--- config.mk ---
export PLATFORM = sky130hd
export DESIGN_NAME = led_fade_pwm_flat
export DESIGN_NICKNAME = d
export VERILOG_FILES = /design/src/rtl/led_fade_pwm_pkg.sv /design/src/rtl/led_fade_pwm_if.sv /design/src/rtl/led_fade_channel.sv /design/src/rtl/led_fade_pwm.sv /design/src/flat_wrapper.sv
export SDC_FILE = /design/constraint.sdc
export NUM_CORES = 1
export LEC_CHECK = 0
export ABC_AREA = 0
export BUFFER_PORTS_ARGS = -buffer_cell sky130_fd_sc_hd__buf_2
export CAP_MARGIN = 15
export CORE_MARGIN = 2
export CORE_UTILIZATION = 35
export DETAILED_ROUTE_END_ITERATION = 10
export REMOVE_ABC_BUFFERS = 1
export SYNTH_ARGS = -nofsm -noshare
export SYNTH_HDL_FRONTEND = slang
export SYNTH_HIERARCHICAL = 1
export SYNTH_SLANG_ARGS = --single-unit
--- constraint.sdc ---
create_clock -name clk -period 5.24 [get_ports clk]
set_input_delay 0 -clock clk [delete_from_list [all_inputs] [get_ports clk]]
set_output_delay 0 -clock clk [all_outputs]
set_load 0.02 [all_outputs]
--- src/rtl/led_fade_pwm_pkg.sv ---
// ----------------------------------------------------------------------------
// led_fade_pwm_pkg : shared board constants for the LED fade/PWM stage
// Rev 1.0
// ----------------------------------------------------------------------------
`default_nettype none

package led_fade_pwm_pkg;

   localparam int unsigned C_N_LED        = 4;
   localparam int unsigned C_PWM_BITS     = 8;
   localparam int unsigned C_DECAY_FRAMES = 64;
   localparam int unsigned C_DECAY_STEP   = 16;
   localparam int unsigned C_ACTIVE_LOW   = 1;

   // Counter width for 0..n-1, never narrower than one bit.
   function automatic int unsigned clog2_min1(input int unsigned n);
      return (n <= 1) ? 1 : $clog2(n);
   endfunction

endpackage

`default_nettype wire

--- src/rtl/led_fade_pwm_if.sv ---
// ----------------------------------------------------------------------------
// led_fade_pwm_if : pattern/enable in, LED pins and frame strobe out
// Rev 1.0
// ----------------------------------------------------------------------------
`default_nettype none

interface led_fade_pwm_if
   import led_fade_pwm_pkg::*;
#(
   parameter int unsigned N_LED = C_N_LED
);
   logic [N_LED-1:0] pattern_i;
   logic             en_i;
   logic [N_LED-1:0] led_o;
   logic             frame_o;

   modport master (output pattern_i, output en_i, input led_o, input frame_o);
   modport slave  (input pattern_i, input en_i, output led_o, output frame_o);
endinterface

`default_nettype wire

--- src/rtl/led_fade_channel.sv ---
// ----------------------------------------------------------------------------
// led_fade_channel : one LED's brightness level, frame duty latch and PWM pin
// Rev 1.0
// ----------------------------------------------------------------------------
`default_nettype none

module led_fade_channel
   import led_fade_pwm_pkg::*;
#(
   parameter int unsigned PWM_BITS   = C_PWM_BITS,
   parameter int unsigned DECAY_STEP = C_DECAY_STEP,
   parameter int unsigned ACTIVE_LOW = C_ACTIVE_LOW
) (
   input  logic                clk,
   input  logic                rst,
   input  logic                pattern_i,
   input  logic                en_i,
   input  logic [PWM_BITS-1:0] pwm_cnt_i,
   input  logic                pwm_wrap_i,
   input  logic                decay_tick_i,
   output logic                led_o
);

   localparam logic [PWM_BITS-1:0] c_max  = '1;
   localparam logic [PWM_BITS-1:0] c_step = PWM_BITS'(DECAY_STEP);
   localparam logic                c_dark = (ACTIVE_LOW != 0);

   logic [PWM_BITS-1:0] level_q, level_d;
   logic [PWM_BITS-1:0] duty_q, duty_d;
   logic                led_q, led_d;

   always_comb begin
      level_d = level_q;
      if (pattern_i) begin
         level_d = c_max;
      end else if (decay_tick_i) begin
         level_d = (level_q < c_step) ? '0 : level_q - c_step;
      end
      // Duty takes the level from before this cycle's update, so a whole frame sees one value.
      duty_d = pwm_wrap_i ? level_q : duty_q;
      led_d  = (en_i && (pwm_cnt_i < duty_q)) ^ c_dark;
   end

   always_ff @(posedge clk) begin
      if (rst) begin
         level_q <= '0;
         duty_q  <= '0;
         led_q   <= c_dark;
      end else begin
         level_q <= level_d;
         duty_q  <= duty_d;
         led_q   <= led_d;
      end
   end

   assign led_o = led_q;

endmodule

`default_nettype wire

--- src/rtl/led_fade_pwm.sv ---
// ----------------------------------------------------------------------------
// led_fade_pwm : shared PWM timebase and decay prescaler driving N fade channels
// Rev 1.0
// ----------------------------------------------------------------------------
`default_nettype none

module led_fade_pwm
   import led_fade_pwm_pkg::*;
#(
   parameter int unsigned N_LED        = C_N_LED,
   parameter int unsigned PWM_BITS     = C_PWM_BITS,
   parameter int unsigned DECAY_FRAMES = C_DECAY_FRAMES,
   parameter int unsigned DECAY_STEP   = C_DECAY_STEP,
   parameter int unsigned ACTIVE_LOW   = C_ACTIVE_LOW
) (
   input  logic          clk,
   input  logic          rst,
   led_fade_pwm_if.slave bus
);

   localparam int unsigned          c_dcnt_w    = clog2_min1(DECAY_FRAMES);
   localparam logic [PWM_BITS-1:0]  c_max       = '1;
   localparam logic [c_dcnt_w-1:0]  c_dcnt_last = c_dcnt_w'(DECAY_FRAMES - 1);

   logic [PWM_BITS-1:0] pwm_cnt_q, pwm_cnt_d;
   logic [c_dcnt_w-1:0] decay_cnt_q, decay_cnt_d;
   logic                frame_q, frame_d;
   logic                pwm_wrap;
   logic                decay_tick;
   logic [N_LED-1:0]    led_vec;

   always_comb begin
      pwm_wrap    = (pwm_cnt_q == c_max);
      decay_tick  = pwm_wrap && (decay_cnt_q == c_dcnt_last);
      pwm_cnt_d   = pwm_cnt_q + PWM_BITS'(1);
      decay_cnt_d = decay_cnt_q;
      if (pwm_wrap) begin
         decay_cnt_d = decay_tick ? '0 : decay_cnt_q + c_dcnt_w'(1);
      end
      frame_d = pwm_wrap;
   end

   always_ff @(posedge clk) begin
      if (rst) begin
         pwm_cnt_q   <= '0;
         decay_cnt_q <= '0;
         frame_q     <= 1'b0;
      end else begin
         pwm_cnt_q   <= pwm_cnt_d;
         decay_cnt_q <= decay_cnt_d;
         frame_q     <= frame_d;
      end
   end

   for (genvar i = 0; i < N_LED; i++) begin : g_channel
      led_fade_channel #(
         .PWM_BITS   (PWM_BITS),
         .DECAY_STEP (DECAY_STEP),
         .ACTIVE_LOW (ACTIVE_LOW)
      ) u_channel (
         .clk          (clk),
         .rst          (rst),
         .pattern_i    (bus.pattern_i[i]),
         .en_i         (bus.en_i),
         .pwm_cnt_i    (pwm_cnt_q),
         .pwm_wrap_i   (pwm_wrap),
         .decay_tick_i (decay_tick),
         .led_o        (led_vec[i])
      );
   end

   assign bus.led_o   = led_vec;
   assign bus.frame_o = frame_q;

endmodule

`default_nettype wire
--- src/flat_wrapper.sv ---
// flat-port wrapper written by rule: the top's interface ports become plain ports
module led_fade_pwm_flat import led_fade_pwm_pkg::*;
#(
   parameter int unsigned N_LED        = C_N_LED,
   parameter int unsigned PWM_BITS     = C_PWM_BITS,
   parameter int unsigned DECAY_FRAMES = C_DECAY_FRAMES,
   parameter int unsigned DECAY_STEP   = C_DECAY_STEP,
   parameter int unsigned ACTIVE_LOW   = C_ACTIVE_LOW
)
  (clk, rst, bus_pattern_i, bus_en_i, bus_led_o, bus_frame_o);
  led_fade_pwm_if #(.N_LED(N_LED)) bus_i ();
  input  logic clk;
  input  logic rst;
  input wire logic [$bits(bus_i.pattern_i)-1:0] bus_pattern_i;
  input wire logic [$bits(bus_i.en_i)-1:0] bus_en_i;
  output wire logic [$bits(bus_i.led_o)-1:0] bus_led_o;
  output wire logic [$bits(bus_i.frame_o)-1:0] bus_frame_o;
  assign bus_i.pattern_i = bus_pattern_i;
  assign bus_i.en_i = bus_en_i;
  assign bus_led_o = bus_i.led_o;
  assign bus_frame_o = bus_i.frame_o;
  led_fade_pwm #(.N_LED(N_LED), .PWM_BITS(PWM_BITS), .DECAY_FRAMES(DECAY_FRAMES), .DECAY_STEP(DECAY_STEP), .ACTIVE_LOW(ACTIVE_LOW)) u_core (.clk(clk), .rst(rst), .bus(bus_i));
endmodule
==> run_results.csv, run 1 <==
group,metric,value,unit
yosys,ys_top_cells_by_count,"sky130_fd_sc_hd__dfxtp_1, sky130_fd_sc_hd__inv_1, sky130_fd_sc_hd__ha_1, sky130_fd_sc_hd__nor2_1, sky130_fd_sc_hd__a21oi_1",
yosys,syn_area,3172,sq um
cts,path_clk_slew,70,ps
global_route,maximum_number_of_pins_on_one_net_before_global_route_repair,62,
sta,final-max-slew-violation-count,0,
floorplanning,die_width,99.20,um
finish,antenna_cells,0,
floorplanning,initial_core_util,36.19,%
cts,clock-root-buffer,"sky130_fd_sc_hd__clkbuf_8",
floorplanning,area_of_the_die,9840,sq um
sta,finalHoldViolCount,0,
sta,layout_min_cycle_time,2427,ps
yosys,synth.yosys.seq_area_share,37.24,%
routing,starting_drt_drc_count,58,
yosys,synth-edff-count,0,
cts,tritoncts,"done",
sta,fin_crit_sh,46.32,%
setup_path,combined_buffer_and_inverter_count_along_the_critical_path,1,
finish,fin_nets,408,
global_route,grt_remaining_overflow,0,
pwr,power_per_cell_area,256.6,nW/um^2
pwr,cellLeakagePower,1.277,nW
pwr,power_frac_comb,8.1,%
sta,hold_slack,137.0,ps
global_route,grt_pass1_wl,10760,um
setup_path,r2r-end,"u_core/g_channel[3].u_channel/duty_q[5]",
yosys,synthCells,349,
setup_path,critPathSlowestCell,"sky130_fd_sc_hd__inv_1",
min_path,hold_path_end,"u_core/g_channel[0].u_channel/led_o",
sta,clock.fmax,412.0,MHz
place,finalWeightedCongestion,0.7205,
setup_path,worst_setup_path_start_kind,"flop",
routing,drt_wl_total,6151,um
job,maxCapViolations,0,
yosys,synth_seq_cells,59,
setup_path,signal_arrival_time_at_the_worst_endpoint,2630,ps
yosys,netlist_top_cells_area,"sky130_fd_sc_hd__dfxtp_1, sky130_fd_sc_hd__ha_1, sky130_fd_sc_hd__mux2i_1, sky130_fd_sc_hd__inv_1, sky130_fd_sc_hd__a21oi_1",
yosys,yosys.area.top_type,"sky130_fd_sc_hd__dfxtp_1",
yosys,mean_instance_size_in_the_synthesized_netlist,9.088,sq um
finish,drive_gt1_share,11.59,%
floorplanning,num_io_pins,12,
sta,max_slew.worst_pin.slew,1007,ps
sta,maxSlewHeadroom,32.78,%
setup_path,cp_max_fo,20,
global_route,track_usage,13.64,%
cts,h-tree-depth,3,
pwr,clkPwrFrac,38.5,%
routing,detail_route.vias_per_cell,5.171,
routing,detailed_route_drc_error_count,0,
min_path,hold_path_stages,4,
finish,fin_cells,479,
sta,rsz_0062_raised_after_global_routing,"false",
sta,fin_tns_setup,0,ps
yosys,async_s_r_ff_share_synth,0,%
place,pre_cts_slack,2800,ps
cts,clock_insertion_delay_worst_skew,350,ps
cts,numCtsBuffers,9,
setup_path,rrSetupSlack,2810,ps
place,dp_cells,460,
pwr,switching_fraction,25.13,%
pwr,ir_drop,0.08644,mV
min_path,hold_class,"primary input to flop",
setup_path,worst_setup_path_end_kind,"flop",
pwr,power,0.9084,mW
setup_path,cp_slowest_stage_delay,750,ps
sta,worst_clock_skew,7.928,ps
yosys,post_synth_num_cell_types,40,
sta,timing.final.ws_setup,2813,ps
cts,cts_setup_buffers,0,
global_route,antenna_found_initial,0,
setup_path,critical_path_cell_list,"ha_1, and4_2, nand2_1, inv_1, mux2i_1, nor2_1",
floorplanning,vert_die_dim,99.20,um
pwr,p_seq_share,53.4,%
sta,finalSetupViolCount,0,
setup_path,worstSetupPathType,"flop to flop",
cts,cts_max_path_buffers,2,
cts,clock_sinks,59,
run_status,status,"finished, final reports clean",
yosys,synth-main-ff-cell,"sky130_fd_sc_hd__dfxtp_1",
yosys,synthMostInstantiatedCell,"sky130_fd_sc_hd__dfxtp_1",
place,hpwlAfterDp,4119,um
setup_path,critPathRequiredTime,5450,ps
yosys,ys.warnings.count,6,
routing,ant_nets,0,
yosys,synthDominantCellAreaShare,37.24,%
pwr,internal_power,0.6801,mW
setup_path,r2r.worst_path.cells,6,
pwr,p_sw,0.2282,mW
routing,wire_per_inst,12.84,um
floorplanning,core.rowCount,34,
place,total_of_buffers_placed_on_input_and_output_ports,11,
setup_path,critical-path-top-delay-family,"buffers and inverters",
floorplanning,design.core.area,8763,sq um
setup_path,ff_to_ff_start,"u_core/pwm_cnt_q[1]",
routing,vias,2477,
global_route,first_global_vias,2348,
min_path,hold_path.startpoint,"bus_en_i",
routing,drt-pass1-iter-count,4,
finish,area.growth.synth_to_final,11.60,%
[sequential cells by signal (all words and copies together) (netlist names)]
name,cells
u_core/pwm_cnt_q,8
u_core/g_channel.u_channel/duty_q,20
u_core/g_channel.u_channel/led_o,4
u_core/g_channel.u_channel/level_q,20
u_core/decay_cnt_q,6
u_core/bus.frame_o,1
[power by group through the flow]
stage                     Clock, mW  Combinational [mW]  Sequential (mW)
after floorplan                   0              0.0484            0.492
after global placement            0              0.0697            0.494
after detailed placement          0              0.0723            0.495
after CTS                     0.362              0.0749            0.485
after global routing          0.380              0.0846            0.488
final                         0.350              0.0739            0.485
[kinds of logic (layout without fill, tap and decap cells)]
kind of cell,Yosys count,after routing,share of synthesized area [%]
muxes,21,21,6.667
and+or+nand+nor,103,103,20.51
adders and majority gates,34,34,13.41
buffers and inverters,51,73,6.193
xor gates and xnor gates,3,3,0.8286
DFF,59,59,37.24
AOI/OAI and AO/OA,78,78,15.15
[metal layers]
metal,global-route usage [%],up-vias,part of all wire [%]
met1,17.39,1162,50
li1,-,1279,-
met5,0,-,0
met3,3.162,10,3.2
met4,6.322,0,1.8
met2,21.88,26,45
[worst max-delay path by stage]
stage / depth (start not counted) / startpoint / end / slack, ps
floorplan: 7 / u_core/pwm_cnt_q[1] / u_core/g_channel[0].u_channel/level_q[7] / 2210
global placement: 6 / u_core/pwm_cnt_q[1] / u_core/g_channel[1].u_channel/duty_q[6] / 2880
detailed placement: 6 / u_core/pwm_cnt_q[1] / u_core/g_channel[3].u_channel/duty_q[5] / 2800
CTS: 6 / u_core/pwm_cnt_q[1] / u_core/g_channel[3].u_channel/duty_q[5] / 2770
global route: 6 / u_core/pwm_cnt_q[1] / u_core/g_channel[3].u_channel/duty_q[5] / 2590
finish: 6 / u_core/pwm_cnt_q[1] / u_core/g_channel[3].u_channel/duty_q[5] / 2810
[area by class of cell]
| class | count | area [sq um] |
|---|---|---|
| inverter | 41 | 153.9 |
| multi-input combinational | 239 | 1799 |
| clock inverter | 3 | 15.01 |
| clock buffer | 12 | 145.1 |
| timing repair buffer | 17 | 110.1 |
| sequential | 59 | 1181 |
| tap | 108 | 135.1 |
| fill | 881 | 5224 |
[per-stage QoR]
stage               cell area (sq um)  utilization [%]
floorplan                        3129                -
global placement                 3339            38.11
detailed placement               3339            38.11
CTS                              3540            40.39
global route                     3540            40.39
finish                           3540            40.39
[worst register-to-register path, delay by kind of cell, from the launching register on]
| kind | cells | cell delay [ps] |
|---|---|---|
| buffers and inverters | 1 | 750 |
| adders and majority gates | 1 | 330 |
| and+or+nand+nor | 3 | 440 |
| DFF | 1 | 460 |
| muxes | 1 | 310 |
[repair_timing]
item | CTS | global route
hold endpoints to repair | 17 | 0
resized for setup | 0 | 0
hold buffers | 4 | 0
[layout by cell type (no fill, tap or decap), drive strengths merged, types with 3 or more instances in the layout]
| master | synthesis | final |
|---|---|---|
| dfxtp | 59 | 59 |
| inv | 41 | 41 |
| nor2 | 34 | 34 |
| ha | 34 | 34 |
| a21oi | 26 | 26 |
| o21ai | 21 | 21 |
| mux2i | 20 | 20 |
| nand2 | 13 | 13 |
| buf | 4 | 13 |
| clkbuf | 6 | 12 |
| nand3 | 11 | 11 |
| a31oi | 9 | 9 |
| a211oi | 8 | 8 |
| nor3 | 6 | 6 |
| and4 | 5 | 5 |
| dlygate4sd3 | 0 | 4 |
| or4 | 4 | 4 |
| nand4b | 4 | 4 |
| or3b | 4 | 4 |
| nand3b | 4 | 4 |
| nand2b | 4 | 4 |
| a211o | 4 | 4 |
| nor3b | 4 | 4 |
| o21a | 4 | 4 |
| nor4b | 4 | 4 |
| clkinv | 0 | 3 |
No activity file was read; power rests on OpenSTA's default activity.
==> run 2: changes to the inputs <==
==> constraint.sdc (replaced) <==
create_clock -name clk -period 2.5 [get_ports clk]
set_input_delay 0 -clock clk [delete_from_list [all_inputs] [get_ports clk]]
set_output_delay 0 -clock clk [all_outputs]
set_load 0.02 [all_outputs]
==> run_results.csv, run 2 (same netlist as run 1, synthesis figures left out) <==
group,metric,value,unit
run_status,status,"finished, final reports clean",
finish,fin_nets,416,
finish,antenna_cells,0,
routing,ant_nets,0,
cts,clock-root-buffer,"sky130_fd_sc_hd__clkbuf_8",
global_route,grt_pass1_wl,10740,um
sta,clock.fmax,439.3,MHz
finish,seq_area,1181,sq um
pwr,switching_fraction,23.58,%
sta,finalHoldViolCount,0,
floorplanning,num_io_pins,12,
global_route,track_usage,13.61,%
pwr,clkPwrFrac,41.7,%
setup_path,critical_path_cell_list,"ha_2, and4_2, nand2_1, nor3_2, buf_4, nor4b_4, nor3_1, a211oi_1",
sta,timing.final.ws_setup,223.8,ps
pwr,power_per_cell_area,555.0,nW/um^2
setup_path,critPathSlowestCell,"sky130_fd_sc_hd__dfxtp_1",
floorplanning,area_of_the_die,9840,sq um
floorplanning,initial_core_util,36.19,%
finish,fillCellCount,892,
pwr,p_seq_share,50.3,%
setup_path,worstSetupPathType,"flop to flop",
routing,detailed_route_drc_error_count,0,
cts,numCtsBuffers,9,
cts,tritoncts,"done",
sta,fin_crit_sh,91.05,%
finish,multiInputGateArea,1802,sq um
global_route,maximum_number_of_pins_on_one_net_before_global_route_repair,34,
pwr,power_frac_comb,8.0,%
setup_path,worst_setup_path_start_kind,"flop",
sta,rsz_0062_raised_after_global_routing,"false",
floorplanning,vert_die_dim,99.20,um
place,pre_cts_slack,201.2,ps
global_route,grt_remaining_overflow,0,
sta,layout_min_cycle_time,2276,ps
setup_path,critical-path-top-delay-family,"simple AND/OR/NAND/NOR gates",
min_path,hold_class,"primary input to flop",
cts,cts_setup_buffers,0,
finish,post-route-util,41.42,%
sta,worst_clock_skew,6.987,ps
sta,max_slew.worst_pin.slew,556.2,ps
cts,path_clk_slew,60,ps
setup_path,r2r.worst_path.cells,8,
setup_path,worst_setup_path_end_kind,"flop",
setup_path,critical_path_cell_count,8,
cts,cts_max_path_buffers,2,
min_path,hold_path_stages,4,
routing,starting_drt_drc_count,78,
floorplanning,design.core.area,8763,sq um
pwr,ir_drop,0.2419,mV
finish,final_common_cell,"sky130_fd_sc_hd__dfxtp_1",
setup_path,cp_slowest_stage_delay,450,ps
pwr,p_sw,0.4749,mW
place,finalWeightedCongestion,0.7588,
routing,drt_wl_total,6282,um
cts,clock_insertion_delay_worst_skew,330,ps
cts,h-tree-depth,3,
setup_path,signal_arrival_time_at_the_worst_endpoint,2520,ps
finish,layout_top_registers,"u_core/g_channel.u_channel/duty_q (20), u_core/g_channel.u_channel/level_q (20), u_core/pwm_cnt_q (8)",
global_route,first_global_vias,2344,
pwr,internal_power,1.540,mW
setup_path,critPathRequiredTime,2750,ps
floorplanning,die_width,99.20,um
sta,final-max-slew-violation-count,0,
finish,layout.cells.most_common_list,"sky130_fd_sc_hd__dfxtp_1, sky130_fd_sc_hd__inv_1, sky130_fd_sc_hd__nor2_1",
sta,maxSlewHeadroom,62.92,%
place,hpwlAfterDp,4402,um
sta,finalSetupViolCount,0,
routing,wire_per_inst,12.87,um
cts,clock_sinks,59,
routing,drt-pass1-iter-count,4,
place,total_of_buffers_placed_on_input_and_output_ports,11,
job,maxCapViolations,0,
global_route,antenna_found_initial,0,
pwr,cellLeakagePower,1.327,nW
floorplanning,core.rowCount,34,
routing,detail_route.vias_per_cell,5.166,
setup_path,combined_buffer_and_inverter_count_along_the_critical_path,1,
routing,vias,2521,
finish,drive_gt1_share,13.42,%
finish,area.growth.synth_to_final,14.44,%
setup_path,cp_max_fo,18,
run 2: cell types whose count changed in the layout (fill, tap and decap cells not counted), sizes merged:
cell,change
buf,+8
clkbuf,+2
clkinv,-2
bufinv,+1
run 2: final cells by class:
type	instances	area share, %
sequential	59	32.54
clock buffer	14	4.205
clock inverter	2	0.9652
multi-input combinational	239	49.64
inverter	41	4.240
tap	108	3.723
timing repair buffer	25	4.688
run 2: worst reg2reg max path, stage by stage, from the launching register on:
cell and delay (ps):
sky130_fd_sc_hd__dfxtp_1 450, sky130_fd_sc_hd__ha_2 290, sky130_fd_sc_hd__and4_2 270, sky130_fd_sc_hd__nand2_1 110
sky130_fd_sc_hd__nor3_2 270, sky130_fd_sc_hd__buf_4 270, sky130_fd_sc_hd__nor4b_4 250, sky130_fd_sc_hd__nor3_1 70
sky130_fd_sc_hd__a211oi_1 210
run 2: through the flow:
| stage | hold slack (ps) | instance area [sq um] | power [mW] | std cells | setup TNS, ps |
|---|---|---|---|---|---|
| after CTS | 127.4 | 3627 | 2.051 | 488 | 0 |
| after global placement | 315.5 | 3400 | 1.185 | 468 | 0 |
| after global routing | 164.4 | 3630 | 2.108 | 488 | 0 |
| after floorplan | 66.69 | 3129 | 1.132 | 339 | -8029 |
| after detailed placement | 315.8 | 3400 | 1.193 | 468 | 0 |
| final | 133.7 | 3630 | 2.014 | 488 | 0 |
run 2: path summary, 6_finish.rpt:
path / from / endpoint / slack [ps]
max: u_core/pwm_cnt_q[1] / u_core/g_channel[2].u_channel/level_q[7] / 220
min reg2reg: u_core/g_channel[3].u_channel/level_q[2] / u_core/g_channel[3].u_channel/level_q[2] / 460
min: bus_en_i / u_core/g_channel[3].u_channel/led_o / 130
max reg2reg: u_core/pwm_cnt_q[1] / u_core/g_channel[2].u_channel/level_q[7] / 220
run 2: power groups by stage:
stage | clock [mW] | combinational, mW | sequential (mW)
global placement | 0 | 0.152 | 1.03
detailed placement | 0 | 0.159 | 1.03
CTS | 0.874 | 0.164 | 1.01
floorplan | 0 | 0.101 | 1.03
finish | 0.839 | 0.162 | 1.01
global route | 0.905 | 0.187 | 1.02
run 2: what timing repair did:
item	CTS	global route
endpoints found under the hold margin	18	0
endpoints found under the setup margin	0	2
hold buffers	4	0
gates resized for setup	0	1
run 2: per-layer routing:
layer	GRT usage (%)	part of all wire, %
met1	16.86	48
met5	0	0
met3	3.795	3.4
met2	22.56	47
met4	5.058	1.5
